<file path="config.mk">
export PLATFORM = sky130hd
export DESIGN_NAME = idiv_iter_param_flat
export DESIGN_NICKNAME = d
export VERILOG_FILES = /design/src/rtl/idiv_iter_param_if.sv /design/src/rtl/idiv_iter_param.sv /design/src/flat_wrapper.sv
export SDC_FILE = /design/constraint.sdc
export NUM_CORES = 1
export LEC_CHECK = 0
export ABC_AREA = 0
export CAP_MARGIN = 20
export CORE_AREA = 10 10 170 156
export DETAILED_ROUTE_END_ITERATION = 7
export DIE_AREA = 0 0 180 166
export HOLD_SLACK_MARGIN = 0.12
export PLACE_DENSITY = 0.8
export RECOVER_POWER = 50
export SLEW_MARGIN = 20
export SYNTH_ARGS = -nofsm -noshare
export SYNTH_HDL_FRONTEND = slang
export SYNTH_SLANG_ARGS = --single-unit
</file>
<file path="constraint.sdc">
create_clock -name clk -period 3 [get_ports clk]
set_input_delay 0.45 -clock clk [delete_from_list [all_inputs] [get_ports clk]]
set_output_delay 0.45 -clock clk [all_outputs]
set_load 0.02 [all_outputs]
</file>
<file path="src/rtl/idiv_iter_param_if.sv">
// Handshake/result bundle for the iterative integer divider.
// The master drives operands and control, and the slave returns the results.
interface idiv_iter_param_if #(
  parameter int unsigned WIDTH      = 32,
  parameter int unsigned RADIX_BITS = 1
);
  localparam int unsigned N  = WIDTH / RADIX_BITS;
  localparam int unsigned CW = $clog2(N + 1);

  logic [WIDTH-1:0] a;
  logic [WIDTH-1:0] b;
  logic             sgn;
  logic             start;
  logic             ena;
  logic [WIDTH-1:0] q;
  logic [WIDTH-1:0] r;
  logic             busy;
  logic             stall;
  logic             done;
  logic             dz;
  logic [CW-1:0]    count;

  modport master (
    output a, b, sgn, start, ena,
    input  q, r, busy, stall, done, dz, count
  );

  modport slave (
    input  a, b, sgn, start, ena,
    output q, r, busy, stall, done, dz, count
  );
endinterface

</file>
<file path="src/rtl/idiv_iter_param.sv">
// Parametrised restoring integer divider retiring RADIX_BITS quotient bits per enabled cycle.
// It supports signed and unsigned operands, returns the remainder, and flags divide-by-zero.
module idiv_iter_param #(
  parameter int unsigned WIDTH      = 32,
  parameter int unsigned RADIX_BITS = 1
) (
  input  logic              clk,
  input  logic              clr,
  idiv_iter_param_if.slave  bus
);
  localparam int unsigned N  = WIDTH / RADIX_BITS;
  localparam int unsigned CW = $clog2(N + 1);

  typedef enum logic [1:0] {IDLE, CALC, FIX, DONE} state_t;

  state_t           state, state_nxt;
  logic [CW-1:0]    cnt, cnt_nxt;
  logic [WIDTH-1:0] rem, rem_nxt;
  logic [WIDTH-1:0] dvd, dvd_nxt;
  logic [WIDTH-1:0] dvr, dvr_nxt;
  logic             sa, sa_nxt;
  logic             sb, sb_nxt;
  logic [WIDTH-1:0] q_q, q_nxt;
  logic [WIDTH-1:0] r_q, r_nxt;
  logic             dz_q, dz_nxt;
  logic             done_q, done_nxt;
  logic             busy_q, busy_nxt;

  logic [WIDTH-1:0] a_mag, b_mag;
  logic [WIDTH-1:0] rem_step, dvd_step;
  logic [WIDTH:0]   shifted, diff;

  assign a_mag = (bus.sgn && bus.a[WIDTH-1]) ? -bus.a : bus.a;
  assign b_mag = (bus.sgn && bus.b[WIDTH-1]) ? -bus.b : bus.b;

  // Chained restoring steps; the WIDTH+1-bit shifted remainder cannot overflow since rem < dvr.
  always_comb begin : step
    rem_step = rem;
    dvd_step = dvd;
    shifted  = '0;
    diff     = '0;
    for (int i = 0; i < int'(RADIX_BITS); i++) begin
      shifted  = {rem_step, dvd_step[WIDTH-1]};
      diff     = shifted - {1'b0, dvr};
      dvd_step = {dvd_step[WIDTH-2:0], ~diff[WIDTH]};
      rem_step = diff[WIDTH] ? shifted[WIDTH-1:0] : diff[WIDTH-1:0];
    end
  end

  // Next-state and datapath update; the register blocks apply these only when ena is high.
  always_comb begin : fsm_next
    state_nxt = state;
    cnt_nxt   = cnt;
    rem_nxt   = rem;
    dvd_nxt   = dvd;
    dvr_nxt   = dvr;
    sa_nxt    = sa;
    sb_nxt    = sb;
    q_nxt     = q_q;
    r_nxt     = r_q;
    dz_nxt    = dz_q;
    done_nxt  = (state == DONE);

    unique case (state)
      IDLE: begin
        if (bus.start) begin
          if (bus.b == '0) begin
            q_nxt     = '1;
            r_nxt     = bus.a;
            dz_nxt    = 1'b1;
            state_nxt = DONE;
          end else begin
            dvd_nxt   = a_mag;
            dvr_nxt   = b_mag;
            rem_nxt   = '0;
            sa_nxt    = bus.sgn & bus.a[WIDTH-1];
            sb_nxt    = bus.sgn & bus.b[WIDTH-1];
            cnt_nxt   = CW'(N);
            state_nxt = CALC;
          end
        end
      end
      CALC: begin
        rem_nxt = rem_step;
        dvd_nxt = dvd_step;
        cnt_nxt = cnt - CW'(1);
        if (cnt == CW'(1)) state_nxt = FIX;
      end
      FIX: begin
        q_nxt     = (sa ^ sb) ? -dvd : dvd;
        r_nxt     = sa ? -rem : rem;
        dz_nxt    = 1'b0;
        state_nxt = DONE;
      end
      DONE: begin
        state_nxt = IDLE;
      end
      default: begin
        state_nxt = IDLE;
      end
    endcase

    busy_nxt = (state_nxt != IDLE);
  end

  // State register.
  always_ff @(posedge clk) begin : state_reg
    if (clr) begin
      state <= IDLE;
    end else if (bus.ena) begin
      state <= state_nxt;
    end
  end

  // Datapath and output registers.
  always_ff @(posedge clk) begin : data_reg
    if (clr) begin
      cnt    <= '0;
      rem    <= '0;
      dvd    <= '0;
      dvr    <= '0;
      sa     <= 1'b0;
      sb     <= 1'b0;
      q_q    <= '0;
      r_q    <= '0;
      dz_q   <= 1'b0;
      done_q <= 1'b0;
      busy_q <= 1'b0;
    end else if (bus.ena) begin
      cnt    <= cnt_nxt;
      rem    <= rem_nxt;
      dvd    <= dvd_nxt;
      dvr    <= dvr_nxt;
      sa     <= sa_nxt;
      sb     <= sb_nxt;
      q_q    <= q_nxt;
      r_q    <= r_nxt;
      dz_q   <= dz_nxt;
      done_q <= done_nxt;
      busy_q <= busy_nxt;
    end
  end

  assign bus.q     = q_q;
  assign bus.r     = r_q;
  assign bus.dz    = dz_q;
  assign bus.done  = done_q;
  assign bus.busy  = busy_q;
  assign bus.count = cnt;
  assign bus.stall = bus.start & busy_q;
endmodule

</file>
<file path="src/flat_wrapper.sv">
// flat-port wrapper written by rule: the top's interface ports become plain ports
module idiv_iter_param_flat 
#(
  parameter int unsigned WIDTH      = 32,
  parameter int unsigned RADIX_BITS = 1
)
  (clk, clr, bus_a, bus_b, bus_sgn, bus_start, bus_ena, bus_q, bus_r, bus_busy, bus_stall, bus_done, bus_dz, bus_count);
  idiv_iter_param_if #(.WIDTH(WIDTH), .RADIX_BITS(RADIX_BITS)) bus_i ();
  input  logic clk;
  input  logic clr;
  input wire logic [$bits(bus_i.a)-1:0] bus_a;
  input wire logic [$bits(bus_i.b)-1:0] bus_b;
  input wire logic [$bits(bus_i.sgn)-1:0] bus_sgn;
  input wire logic [$bits(bus_i.start)-1:0] bus_start;
  input wire logic [$bits(bus_i.ena)-1:0] bus_ena;
  output wire logic [$bits(bus_i.q)-1:0] bus_q;
  output wire logic [$bits(bus_i.r)-1:0] bus_r;
  output wire logic [$bits(bus_i.busy)-1:0] bus_busy;
  output wire logic [$bits(bus_i.stall)-1:0] bus_stall;
  output wire logic [$bits(bus_i.done)-1:0] bus_done;
  output wire logic [$bits(bus_i.dz)-1:0] bus_dz;
  output wire logic [$bits(bus_i.count)-1:0] bus_count;
  assign bus_i.a = bus_a;
  assign bus_i.b = bus_b;
  assign bus_i.sgn = bus_sgn;
  assign bus_i.start = bus_start;
  assign bus_i.ena = bus_ena;
  assign bus_q = bus_i.q;
  assign bus_r = bus_i.r;
  assign bus_busy = bus_i.busy;
  assign bus_stall = bus_i.stall;
  assign bus_done = bus_i.done;
  assign bus_dz = bus_i.dz;
  assign bus_count = bus_i.count;
  idiv_iter_param #(.WIDTH(WIDTH), .RADIX_BITS(RADIX_BITS)) u_core (.clk(clk), .clr(clr), .bus(bus_i));
endmodule
</file>
== Word-level counts from Yosys, hierarchy flattened ==
Cells that the tools add are included.

* Register bits: 173
* Input port bits: 69
* Output and inout port bits: 74
* Word-level logic and storage cells: 68

* $add $sub $neg: 6
* Equality and inequality tests: 7
* Multiplexer cells: 27
* Bitwise gates (word level): 6
* Reductions and logical operators: 10

{| class="wikitable"
|+ Operators by type and width
! cell !! count
|-
| two-way mux 32 bit || 13
|-
| case mux 32 bit (2 select lines) || 4
|-
| negation 32 bit || 4
|-
| subtractor 33 x 32 -> 33 bit || 1
|-
| zero test 32 bit || 1
|-
| two-way mux 6 bit || 2
|-
| case mux 6 bit (2 select lines) || 1
|-
| AND reduction 4 bit || 3
|-
| case mux 2 bit (4 select lines) || 1
|-
| == test 6 x 1 -> 1 bit, second input constant || 1
|-
| two-way mux 2 bit || 3
|-
| nonzero test 2 bit || 3
|-
| subtractor 6 x 1 -> 6 bit, second input constant || 1
|-
| == test 2 bit, second input constant || 2
|-
| inequality test 2 bit, second input constant || 2
|-
| bitwise AND 1 bit || 3
|-
| == test 2 x 1 -> 1 bit, second input constant || 1
|-
| logical AND 1 bit || 2
|-
| zero test 2 bit || 1
|-
| two-way mux 1 bit || 2
|-
| inequality test 2 x 1 -> 1 bit, second input constant || 1
|-
| NOT 1 bit || 2
|-
| case mux 1 bit (2 select lines) || 1
|-
| bitwise XOR 1 bit || 1
|}

== Depth between registers and ports, before layout ==
* Depth in word-level cells: 5
* Depth in mapped cells: 15
* Mapped depth without buffers: 13

== Worst setup path after synthesis ==
Ideal clock, no wire load.

* Path type: reg-to-reg
* Start point: register u_core.dvd[31]
* End point: register u_core.rem[3]
* Setup time: 128 ps
* Arrival: 3,094 ps
* Data required time: 2,872 ps
* Path slack: -222 ps
* Cell stages (with the launch flop): 14
* Period minus slack after synthesis: 3,222 ps
* Path through: dfxtp_1 -> inv_1 -> ha_1 -> fa_1 -> nand2b_1 -> a211oi_1 -> o21ai_0 -> o2111ai_1 -> a21oi_1 -> a21o_1 -> a211oi_2 -> clkbuf_1 -> mux2i_1 -> o21ai_0

* Cells in the longest elaborated chain, start to end: 3

{| class="wikitable"
|+ Ends and longest elaborated chain
! element !! line !! RTL
|-
| from (decl) || idiv_iter_param.sv:19 || <nowiki>logic [WIDTH-1:0] dvd, dvd_nxt;</nowiki>
|-
| from (signal assigned) || idiv_iter_param.sv:132 || <nowiki>dvd <= dvd_nxt;</nowiki>
|-
| subtractor 33 x 32 -> 33 bit || idiv_iter_param.sv:44 || <nowiki>diff = shifted - {1'b0, dvr};</nowiki>
|-
| two-way mux 32 bit || idiv_iter_param.sv:46 || <nowiki>rem_step = diff[WIDTH] ? shifted[WIDTH-1:0] : diff[WIDTH-1:0];</nowiki>
|-
| case mux 32 bit (2 select lines) || idiv_iter_param.sv:64 || <nowiki>unique case (state)</nowiki>
|-
| to (signal assigned) || idiv_iter_param.sv:131 || <nowiki>rem <= rem_nxt;</nowiki>
|-
| to (decl) || idiv_iter_param.sv:18 || <nowiki>logic [WIDTH-1:0] rem, rem_nxt;</nowiki>
|}

No other way between the ends.
A chain may end at the register's enable or synchronous reset.

== Worst setup path after layout ==
* Start point: register u_core.dvd[31]
* End point: register u_core.rem[13]

Same word-level chain as after synthesis.

==> flow_summary.ini <==
[outcome]
status = finished with violations
failed_checks = DRC, setup timing

[synth]
ys_seq_area_share_pct = 31.8
netlist.area_leader.share_pct = 31.8
synth_ff_type = dfxtp_1
synth_edf_count = 0
syn_inst = 1411
syn_avg_cell_area_sq_um = 7.72
netlist_area_sq_mm = 0.0109
synthArstFlopShare_pct = 0
synth_nets = 1519
yosysUniqueCellTypes = 65
synth.area.top_cells = dfxtp_1 (32%), xor2_1 (6.7%), nor2_1 (6.4%)
synth_top_cell_by_area = dfxtp_1
ys_warn_count = 0
ys_seq_elements = 173

[die]
initial_core_util_pct = 47.3
die_area_sq_mm = 0.0299
ios = 143
core_sq_mm = 0.0230
std_cell_rows = 53
die_h_um = 166
die-width_um = 180

[timing]
worst_pin_slew_ps = 1070
maxSlewViolCount = 0
setup_viol = 16
rsz0062_at_grt = true
clock-skew-final_ps = 13.7
holdWs_ps = 430
max_clock_freq_ghz = 0.324
fin_ws_ps = -85.0
fin_crit_ps = 3090
period_share_pct = 103
hold_viol = 0
finalSetupTns_ps = -587
maxSlewHeadroom_pct = 29.0

[setup_path]
cp.required_ps = 3280
end_kind = register
crit_path_start = u_core.dvd[31]
reg2reg_to = u_core.rem[13]
reg2reg_from = u_core.dvd[31]
r2r_cells = 16
cp-start-kind = register
crit_path_end = u_core.rem[13]
cp.arrival_ps = 3370
crit_fanout = 6
crit_type = reg2reg
ff2ff_setup_slack_ps = -90

[cells_and_area]
nets = 1780
final_common_cell = nor2_1
mostFrequentLayoutCells = nor2_1 (175), dfxtp_1 (167), buf_4 (159)
utilization_pct = 65.8
fin_cells = 1987
final_area_sq_mm = 0.0151
diodes = 0
layout-drive-gt1-share_pct = 20.9
areaGrowthSynthToFinish_pct = 39.0

[clocking]
cts_hold_buf = 0
clk_latency_ps = 450
cts_buffers = 17
cts.clk_slew.worst_paths_ps = 70
clock_path_buffers = 2
cts_sinks = 173
cts_tree = done
ctsHtreeMaxLevel = 4
root_buffer = clkbuf_16

[worst_hold_path]
hold_class = in2reg

[drt]
via_per_inst = 6.05
wl_mm = 39.4
postRouteAntennaNets = 0
vias = 12020
first_iter_violations = 1610
dr.pass1.iters = 8
drc_errors = 11
routedWlPerCell_um = 19.8

[pwr]
swShare_pct = 31.9
total_power_mw = 6.00
p_leak_nw = 6.17
internal-power_mw = 4.09
ir_drop_uv = 400
power.share.sequential_pct = 40.6
pwr-share-comb_pct = 22.7
power_frac_clock_pct = 36.7
netSwitchingPower_mw = 1.91
power_density_mw_per_mm2 = 396

[global_routing]
antenna_found_initial = 0
grt.overflow.total = 0
grt_first_pass_wirelength_mm = 59.2
grtUsageTotal_pct = 23.6
grt_pass1_vias = 11189
grt_max_degree = 79

[placed_design]
dp_cells = 1915
hpwl_mm = 27.1
portBuffers = 142
place_area_sq_mm = 0.0135
pre_cts_ws_ps = -628
place.gp.congestion = 1.01

[run]
cap_violations = 0
-- cell usage after synthesis, drive strengths merged, types with 9 or more instances --
library cell	instances
o31ai	22
o21ai	81
and2	13
a21oi	138
nand2	126
nand3	10
nor3	50
o211ai	14
a31oi	9
a222oi	32
nor4	17
o22ai	9
xnor2	67
nand2b	11
o41ai	11
inv	53
dfxtp	173
nor2	190
a211oi	66
or3	10
buf	23
xor2	83
or4	9
ha	38
clkbuf	69
nor2b	13
-- worst min-delay path by stage --
stage	start	depth (start not counted)	endpoint
4_1_cts	u_core.bus.r[7]	2	u_core.bus.r[7]
5_1_grt	bus_b[9]	5	u_core.dvr[9]
3_3_place_gp	u_core.bus.r[7]	2	u_core.bus.r[7]
3_5_place_dp	u_core.bus.r[7]	2	u_core.bus.r[7]
2_1_floorplan	u_core.dvr[0]	2	u_core.dvr[0]
6_report	bus_b[9]	5	u_core.dvr[9]
-- power by group through the flow --
stage,Combinational [mW],Clock (mW),Sequential [mW]
after floorplan,0.724,0,2.47
after global placement,1.15,0,2.48
after CTS,1.24,2.20,2.43
final,1.36,2.20,2.44
after detailed placement,1.17,0,2.48
after global routing,1.46,2.30,2.44
-- worst max-delay path: stages, from the launching register on --
cell       delay, ps
dfxtp_2          340
inv_2             60
ha_4             160
fa_2             330
nand2b_4         160
a211oi_4         260
o21ai_2          130
o2111ai_2        240
a21oi_2          120
a21o_1           200
a211oi_4         220
buf_6            180
buf_12           130
buf_16           150
nor2_4            40
a21oi_2          130
o21ai_1           80
-- per-layer routing --
metal	GRT usage, %	up-vias	part of all wire, %
li1	-	5593	-
met3	4.88	120	9.2
met5	0	-	0
met4	9.13	0	3.6
met1	29.1	5677	40
met2	39.5	630	47
-- what timing repair did --
action | in CTS | in global routing
pin swaps | 11 | 79
cloned | 5 | 7
setup buffers | 9 | 21
resized for setup | 62 | 137
endpoints found under the setup margin | 112 | 119
hold endpoints to repair | 0 | 0
-- cell type report --
class	instances	area, sq um
clock buffers	17	425
flip-flops and latches	173	3470
repair buffers	331	3100
clock inverters	15	151
inverters	53	201
fillers	1785	7870
multi-input cells	1096	7410
well taps	302	378
-- cell families (layout without fill, tap and decap cells) --
logic type | after synthesis | count (layout) | synth area share, %
AND/OR/NAND/NOR | 471 | 474 | 19.8
AO/OA/AOI/OAI | 425 | 425 | 25.5
flip-flops | 173 | 173 | 31.8
XOR/XNOR | 150 | 150 | 12.1
buffers and inverters | 145 | 416 | 5.56
adder cells (fa/ha/maj) | 39 | 39 | 4.55
multiplexers | 8 | 8 | 0.735
Note: power is estimated with default switching activity, not from simulation.
